### src/rtl/gf_pkg.sv
// gf_pkg: shared types and constants for the GF(2^M) inverter.
//   state_t     : inverter control states (IDLE, CALC, DONE).
//   GFxx_POLY   : default primitive polynomials (M+1 bits, MSB set) for M=2..8.
package gf_pkg;

    typedef enum logic [1:0] {
        IDLE = 2'd0,
        CALC = 2'd1,
        DONE = 2'd2
    } state_t;

    localparam logic [2:0] GF4_POLY   = 3'b111;        // x^2+x+1
    localparam logic [3:0] GF8_POLY   = 4'b1011;       // x^3+x+1
    localparam logic [4:0] GF16_POLY  = 5'b10011;      // x^4+x+1
    localparam logic [5:0] GF32_POLY  = 6'b100101;     // x^5+x^2+1
    localparam logic [6:0] GF64_POLY  = 7'b1000011;    // x^6+x+1
    localparam logic [7:0] GF128_POLY = 8'b10001001;   // x^7+x^3+1
    localparam logic [8:0] GF256_POLY = 9'b100011101;  // x^8+x^4+x^3+x^2+1

endpackage

### src/rtl/gf_mult_m.sv
// gf_mult_m: purely combinational GF(2^M) multiplier, p = a*b mod POLY.
// Ports:
//   a, b : M-bit field operands
//   p    : M-bit product
// Built as a shift-and-add chain: xs[i] = a*x^i reduced, and the partial
// sum pp[i] accumulates xs[j] for every set bit b[j], j<=i.
module gf_mult_m #(
    parameter int         M    = 3,
    parameter logic [M:0] POLY = 4'b1011
) (
    input  logic [M-1:0] a,
    input  logic [M-1:0] b,
    output logic [M-1:0] p
);

    logic [M-1:0] xs [M];
    logic [M-1:0] pp [M];

    assign xs[0] = a;
    assign pp[0] = b[0] ? a : '0;

    generate
        for (genvar gi = 1; gi < M; gi++) begin : g_stage
            // Multiply by x; if the degree-M term appears, fold it back in
            // using the low M bits of the field polynomial.
            assign xs[gi] = {xs[gi-1][M-2:0], 1'b0}
                          ^ (xs[gi-1][M-1] ? POLY[M-1:0] : '0);
            assign pp[gi] = pp[gi-1] ^ (b[gi] ? xs[gi] : '0);
        end
    endgenerate

    assign p = pp[M-1];

endmodule

### src/rtl/gf_inv_seq.sv
// gf_inv_seq: sequential GF(2^M) multiplicative inverter, a^-1 = a^(2^M-2),
// computed by square-and-multiply, one iteration per clock (M-1 iterations).
// Ports:
//   clk, rst            : clock, synchronous active-high reset
//   in_valid/in_ready   : operand handshake, in_op = operand a
//   out_valid/out_ready : result handshake, out_res = a^-1 (0 when a=0)
//   out_err             : self-check mismatch (only with GF_INV_CHECK_EN)
// Optional feature macro: GF_INV_CHECK_EN adds a third multiplier checking
// op_q*acc == 1 while the result is presented; otherwise out_err is 0.
module gf_inv_seq
    import gf_pkg::*;
#(
    parameter int         M    = 3,
    parameter logic [M:0] POLY = 4'b1011
) (
    input  logic         clk,
    input  logic         rst,
    input  logic         in_valid,
    output logic         in_ready,
    input  logic [M-1:0] in_op,
    output logic         out_valid,
    input  logic         out_ready,
    output logic [M-1:0] out_res,
    output logic         out_err
);

    localparam int CW = (M > 2) ? $clog2(M) : 1;

    state_t        state_reg;
    logic [M-1:0]  sq_reg;
    logic [M-1:0]  acc_reg;
    logic [M-1:0]  op_q_reg;
    logic [CW-1:0] cnt_reg;
    logic          in_ready_reg;
    logic          out_valid_reg;
    logic [M-1:0]  out_res_reg;

    logic [M-1:0]  s2;
    logic [M-1:0]  acc_next;

    // Two multipliers in series per iteration: square, then accumulate.
    gf_mult_m #(.M(M), .POLY(POLY)) u_sq (
        .a (sq_reg),
        .b (sq_reg),
        .p (s2)
    );

    gf_mult_m #(.M(M), .POLY(POLY)) u_acc (
        .a (acc_reg),
        .b (s2),
        .p (acc_next)
    );

    always_ff @(posedge clk) begin
        if (rst) begin
            state_reg     <= IDLE;
            sq_reg        <= '0;
            acc_reg       <= '0;
            op_q_reg      <= '0;
            cnt_reg       <= '0;
            in_ready_reg  <= 1'b1;
            out_valid_reg <= 1'b0;
            out_res_reg   <= '0;
        end else begin
            case (state_reg)
                IDLE: begin
                    if (in_valid) begin
                        sq_reg       <= in_op;
                        acc_reg      <= M'(1);
                        op_q_reg     <= in_op;
                        cnt_reg      <= '0;
                        in_ready_reg <= 1'b0;
                        state_reg    <= CALC;
                    end
                end
                CALC: begin
                    sq_reg  <= s2;
                    acc_reg <= acc_next;
                    cnt_reg <= cnt_reg + CW'(1);
                    // Last of the M-1 iterations: acc_next already holds a^(2^M-2).
                    if (cnt_reg == CW'(M - 2)) begin
                        out_valid_reg <= 1'b1;
                        out_res_reg   <= acc_next;
                        state_reg     <= DONE;
                    end
                end
                DONE: begin
                    if (out_ready) begin
                        out_valid_reg <= 1'b0;
                        in_ready_reg  <= 1'b1;
                        state_reg     <= IDLE;
                    end
                end
                default: begin
                    out_valid_reg <= 1'b0;
                    in_ready_reg  <= 1'b1;
                    state_reg     <= IDLE;
                end
            endcase
        end
    end

    assign in_ready  = in_ready_reg;
    assign out_valid = out_valid_reg;
    assign out_res   = out_res_reg;

`ifdef GF_INV_CHECK_EN
    logic [M-1:0] chk;

    // Checks acc (not the output copy) so an upset in the working register
    // is flagged while the result is being presented.
    gf_mult_m #(.M(M), .POLY(POLY)) u_chk (
        .a (op_q_reg),
        .b (acc_reg),
        .p (chk)
    );

    assign out_err = out_valid_reg & (|op_q_reg) & (chk != M'(1));
`else
    assign out_err = 1'b0;
`endif

endmodule

### config.mk
export PLATFORM = sky130hd
export DESIGN_NAME = gf_inv_seq
export DESIGN_NICKNAME = d
export VERILOG_FILES = /design/src/rtl/gf_pkg.sv /design/src/rtl/gf_mult_m.sv /design/src/rtl/gf_inv_seq.sv
export SDC_FILE = /design/constraint.sdc
export NUM_CORES = 1
export LEC_CHECK = 0
export CORE_MARGIN = 2
export CORE_UTILIZATION = 25
export CTS_BUF_LIST = sky130_fd_sc_hd__clkbuf_4
export CTS_CLUSTER_SIZE = 28
export DETAILED_ROUTE_END_ITERATION = 7
export GPL_TIMING_DRIVEN = 0
export MAX_ROUTING_LAYER = met4
export PLACE_DENSITY = 0.52
export SLEW_MARGIN = 0
export SYNTH_ARGS = -nofsm -noshare
export SYNTH_HDL_FRONTEND = slang
export SYNTH_HIERARCHICAL = 1
export SYNTH_SLANG_ARGS = --single-unit
### constraint.sdc
create_clock -name clk -period 3.4 [get_ports clk]
set_clock_uncertainty 0.15 [all_clocks]
set_input_delay 0.68 -clock clk [delete_from_list [all_inputs] [get_ports clk]]
set_output_delay 0.68 -clock clk [all_outputs]
set_load 0.01 [all_outputs]
Yosys cells after proc, flatten, opt, wreduce, memory -nomap -nowiden
Index checks and enable logic that the tools add are counted.

storage, ports and cells
  bits in registers = 15
  output and inout port bits = 6

cells by class
  add/subtract/negate cells = 1
  eq/ne operators = 6
  multiplexer cells = 26
  bitwise operators = 10
  reductions and logical operators = 7

operators by type and width
  kind                   number
  $mux W3                8
  $xor A3 B3 Y3          8
  $mux W2                8
  $pmux W3 S2            2
  $reduce_and A3 Y1      3
  $ne A2 B2 Y1 const B   3
  $pmux W1 S3            2
  $pmux W2 S3            1
  $eq A2 B1 Y1 const B   2
  $mux W1                4
  $pmux W2 S2            1
  $reduce_and A2 Y1      2
  $add A2 B1 Y2 const B  1
  $eq A2 B2 Y1 const B   1
  $logic_not A2 Y1       1
  $not A1 Y1             2
  $reduce_bool A2 Y1     1

Depth between registers and ports, before layout
  word-level depth = 10
  gate-level depth with buffers = 12

Modules after synthesis
Netlist, hierarchy kept.

modules (own cells, without submodules)
  module      instances  cells each  area an instance (sq um)  seq. area each (sq um)
  gf_inv_seq  1          73          626.9                     300.3
  gf_mult_m   2          33          232.7                     0.0

Worst setup path before layout
Ideal clock, no wire load.

  kind = reg-to-reg
  start point = register sq_reg[0]
  end point = register acc_reg[1]
  arrival = 2.094 ns
  data required time = 3.133 ns
  slack = 1.039 ns
  cell stages (with the launch flop) = 13
  path buffers = 2
  clock period less this slack = 2.361 ns
  cell sequence = dfxtp_1 buf_6 nor2b_4 and3_1 o31ai_2 o311ai_1 buf_6 nor2b_4 and3_1 o31ai_2 o311ai_1 a22oi_1 nor2_1

between the ends
  word-level cells in the longest chain between the ends = 8

RTL lines
  element                         line              text
  start, declared                 gf_inv_seq.sv:30  logic [M-1:0] sq_reg;
  start signal, assigned          gf_inv_seq.sv:68  sq_reg <= in_op;
  $xor A3 B3 Y3                   gf_mult_m.sv:27   ^ (xs[gi-1][M-1] ? POLY[M-1:0] : '0);
  $mux W3                         gf_mult_m.sv:28   assign pp[gi] = pp[gi-1] ^ (b[gi] ? xs[gi] : '0);
  $xor A3 B3 Y3 (*) (2 in a row)  gf_mult_m.sv:28
  named net s2[1]                 gf_inv_seq.sv:38  logic [M-1:0] s2;
  $mux W3 (*)                     gf_mult_m.sv:28
  $xor A3 B3 Y3 (*) (2 in a row)  gf_mult_m.sv:28
  named net acc_next[1]           gf_inv_seq.sv:39  logic [M-1:0] acc_next;
  $pmux W3 S2 (*)                 gf_inv_seq.sv:65  case (state_reg)
  end signal, assigned            gf_inv_seq.sv:78  acc_reg <= acc_next;
  end, declared                   gf_inv_seq.sv:31  logic [M-1:0] acc_reg;

Mark *: on every way through the listed nets, which the timed path passes. The rest lies on a longest branch.
A chain may end at the register's enable or synchronous reset.

Worst setup path in the final report
  start point = register sq_reg[1]
  end point = register out_res_reg[1], in the netlist out_res[1]

between the ends
  word-level cells in the longest chain between the ends = 8

RTL lines
  element                         line              text
  $xor A3 B3 Y3                   gf_mult_m.sv:27
  $mux W2                         gf_mult_m.sv:27
  $xor A3 B3 Y3                   gf_mult_m.sv:27
  $mux W3                         gf_mult_m.sv:28
  $xor A3 B3 Y3 (*)               gf_mult_m.sv:28
  named net s2[1]                 gf_inv_seq.sv:38
  $mux W3 (*)                     gf_mult_m.sv:28
  $xor A3 B3 Y3 (*) (2 in a row)  gf_mult_m.sv:28
  named net acc_next[1]           gf_inv_seq.sv:39
  end signal, assigned            gf_inv_seq.sv:83  out_res_reg <= acc_next;
  end, declared                   gf_inv_seq.sv:36  logic [M-1:0] out_res_reg;

Marks and branches as above.

==> impl_metrics.yaml <==
timing:
  setup_ws_ps: 577
  setup_viol: 0
  tns_ps: 0
  hold_ws_ps: 318
  worst_pin_slew_ps: 714
  slew_headroom_pct: 52.0
  period_share_pct: 83.0
  finalMaxSlewViolations: 0
  hold_viol: 0
  finalCriticalPeriod_ps: 2820
  rsz0062_at_grt: "false"
  fmax_mhz: 354
yosys:
  synthFlopType: "dfxtp_1"
  seq_area_frac_synth_pct: 27.5
  yosysWarnings: 6
  syn_area_per_cell_um2: 7.86
  synthMuxAreaShare_pct: 2.75
  synth_edf_count: 0
  synth-xor-area-share_pct: 4.81
  synth_cells: 139
  synth-adder-area-share_pct: 1.15
  netlist_area_um2: 1090
  yosys.area_share.simple_pct: 28.3
  synth_cell_types: 38
  syn-num-nets: 147
  synth_top_family_by_area: "simple AND/OR/NAND/NOR gates"
  synth_compound_area_share_pct: 25.2
  synth-seq-cells: 15
  synthArstFlopShare_pct: 0
clock_network:
  cts.clk_slew.worst_paths_ps: 90
  numCtsBuffers: 3
  clockRootBuffer: "clkbuf_4"
  clkLatencyLatePin_ps: 290
  cts.sinks: 15
  cts_setup_buffers: 0
  hold_buffers: 0
  htreeDepth: 1
  cts_tree: "built"
  clock_path_buffers: 2
  cts_resized: 0
floorplanning:
  rows: 24
  core_area_um2: 4290
  initial_utilization_pct: 25.4
  io_pins: 13
  dieWidth_um: 70.1
  die_area_um2: 4910
  dieHeight_um: 70.1
route:
  wl_per_cell_um: 12.3
  routed-via-count: 1050
  ant_nets: 0
  vias_per_cell: 5.12
  dr.pass1.iters: 5
  first_iter_violations: 33
  drt_wl_total_um: 2520
  drc: 0
place:
  port_buffers: 10
  place_ws_ps: 588
  globalplace.congestion: 0.769
  hpwl_um: 1850
global_route:
  grt_pass1_vias: 1007
  antenna_found_initial: 0
  grt_pass1_wl_um: 4340
  use_met1_pct: 13.2
  overflow: 0
  busiest_layer: "met2"
  grt_util_met2_pct: 17.7
  met3_usage_pct: 1.15
  grt_util_all_layers_pct: 10.8
  grt_max_degree: 11
status:
  status: "complete, no violations"
power_and_ir_drop:
  total_power_w: 0.000527
  powerDensity_nw_per_um2: 410
  ir_drop_mv: 0.293
  p_leak_nw: 0.467
setup_path:
  crit_required_ps: 3480
  critPathKind: "register to register"
  endpoint_kind: "register"
  crit_fanout: 9
  critical_path.top_delay_family: "compound AO/OA/AOI/OAI gates"
  critPathLaunchType: "register"
  slowest_stage: "dfxtp_1"
  crit_buf_inv: 2
  cp_slowest_stage_delay_ps: 530
  path_cells: "buf_6 -> nor2b_4 -> a22oi_1 -> o311ai_1 -> buf_6 -> nor2b_4 -> a22oi_1 -> o311ai_1 -> nand3_1 -> a21oi_1"
  cp.arrival_ps: 2900
finish:
  drive_gt1_share_pct: 15.7
  multiInputGateArea_um2: 683
  fillerInstances: 460
  antenna_cells: 0
  final_core_util_pct: 30.0
  layout.nets: 162
  area.growth.synth_to_final_pct: 17.9
  seqCellArea_um2: 300
job:
  drv_cap: 0
worst_hold_path:
  hold_class: "register to register"
through the flow:
step           cells  instance area [um2]
2_1_floorplan    139                 1090
3_3_place_gp     201                 1260
3_5_place_dp     201                 1260
4_1_cts          205                 1290
5_1_grt          205                 1290
6_report         205                 1290
worst paths after layout:
check / start / to / slack, ps / cells after the start
setup / recovery: sq_reg[1]$_SDFFE_PP0P_ / out_res[1]$_SDFFE_PP0P_ / 580 / 10
hold / removal: out_res[0]$_SDFFE_PP0P_ / out_res[0]$_SDFFE_PP0P_ / 320 / 2
setup reg to reg: sq_reg[1]$_SDFFE_PP0P_ / out_res[1]$_SDFFE_PP0P_ / 580 / 10
hold reg to reg: out_res[0]$_SDFFE_PP0P_ / out_res[0]$_SDFFE_PP0P_ / 320 / 2
layout make-up:
| type | count | share of cell area (%) |
|---|---|---|
| plain buffers | 11 | 7.00 |
| clock buffers | 4 | 2.33 |
| inverters | 5 | 1.46 |
| multi-input cells | 108 | 53.1 |
| flip-flops and latches | 15 | 23.3 |
| well taps | 52 | 5.05 |
| repair buffers | 10 | 7.77 |
Yosys cell counts (all sizes together), types with 2 or more instances:
library cell	number	area share [%]
nand2	18	6.2
nor2	18	6.2
dfxtp	15	27
buf	10	7.9
a22oi	8	5.5
a21oi	6	2.7
o21ai	6	2.7
inv	5	1.7
nand3	5	2.3
a211oi	4	2.7
nor3b	4	3.7
o31ai	4	3.7
xor2	4	3.2
mux2i	3	2.7
nand2b	3	1.7
nor4	3	1.7
a21o	2	1.4
a2bb2oi	2	1.6
and3	2	1.1
nor2b	2	2.5
o311ai	2	1.6
o32ai	2	1.6
xnor2	2	1.6
power breakdown:
part	total [W]	internal (W)	switching [W]
Combinational	0.000206	0.0000953	0.000111
Sequential	0.000208	0.000189	0.0000184
Clock	0.000113	0.0000537	0.0000598
Total	0.000527	0.000338	0.000189
layer usage:
metal  up-vias  routed length [um]  part of all wire (%)
met4         0                  62                   2.5
met2        32                1220                    48
li1        519                   -                     -
met3         8                  89                   3.5
met1       491                1150                    46
met5         -                   0                     0
cell families (layout without fill, tap and decap cells):
family | count (synthesis) | after routing
compound gates | 38 | 38
xor+xnor | 6 | 6
fa+ha+maj | 1 | 1
buf+inv | 16 | 30
flops | 15 | 15
mux | 3 | 3
other cells | 1 | 1
simple gates | 59 | 59
cells in the final DEF, fill, tap and decap left out, types with 4 or more instances in the layout:
cell type / n
a211oi_1: 4
a21oi_1: 6
a22oi_1: 8
buf_6: 5
clkbuf_4: 4
clkdlybuf4s50_1: 10
dfxtp_1: 15
nand2_1: 18
nand3_1: 5
nor2_1: 18
o21ai_0: 4
xor2_1: 4
worst reg2reg max path: stages, from the launching register on:
cell and delay (ps):
dfxtp_1 530, buf_6 190, nor2b_4 160, a22oi_1 90
o311ai_1 480, buf_6 200, nor2b_4 170, a22oi_1 100
o311ai_1 410, nand3_1 130, a21oi_1 140
Power figures use the tool's default switching activity.
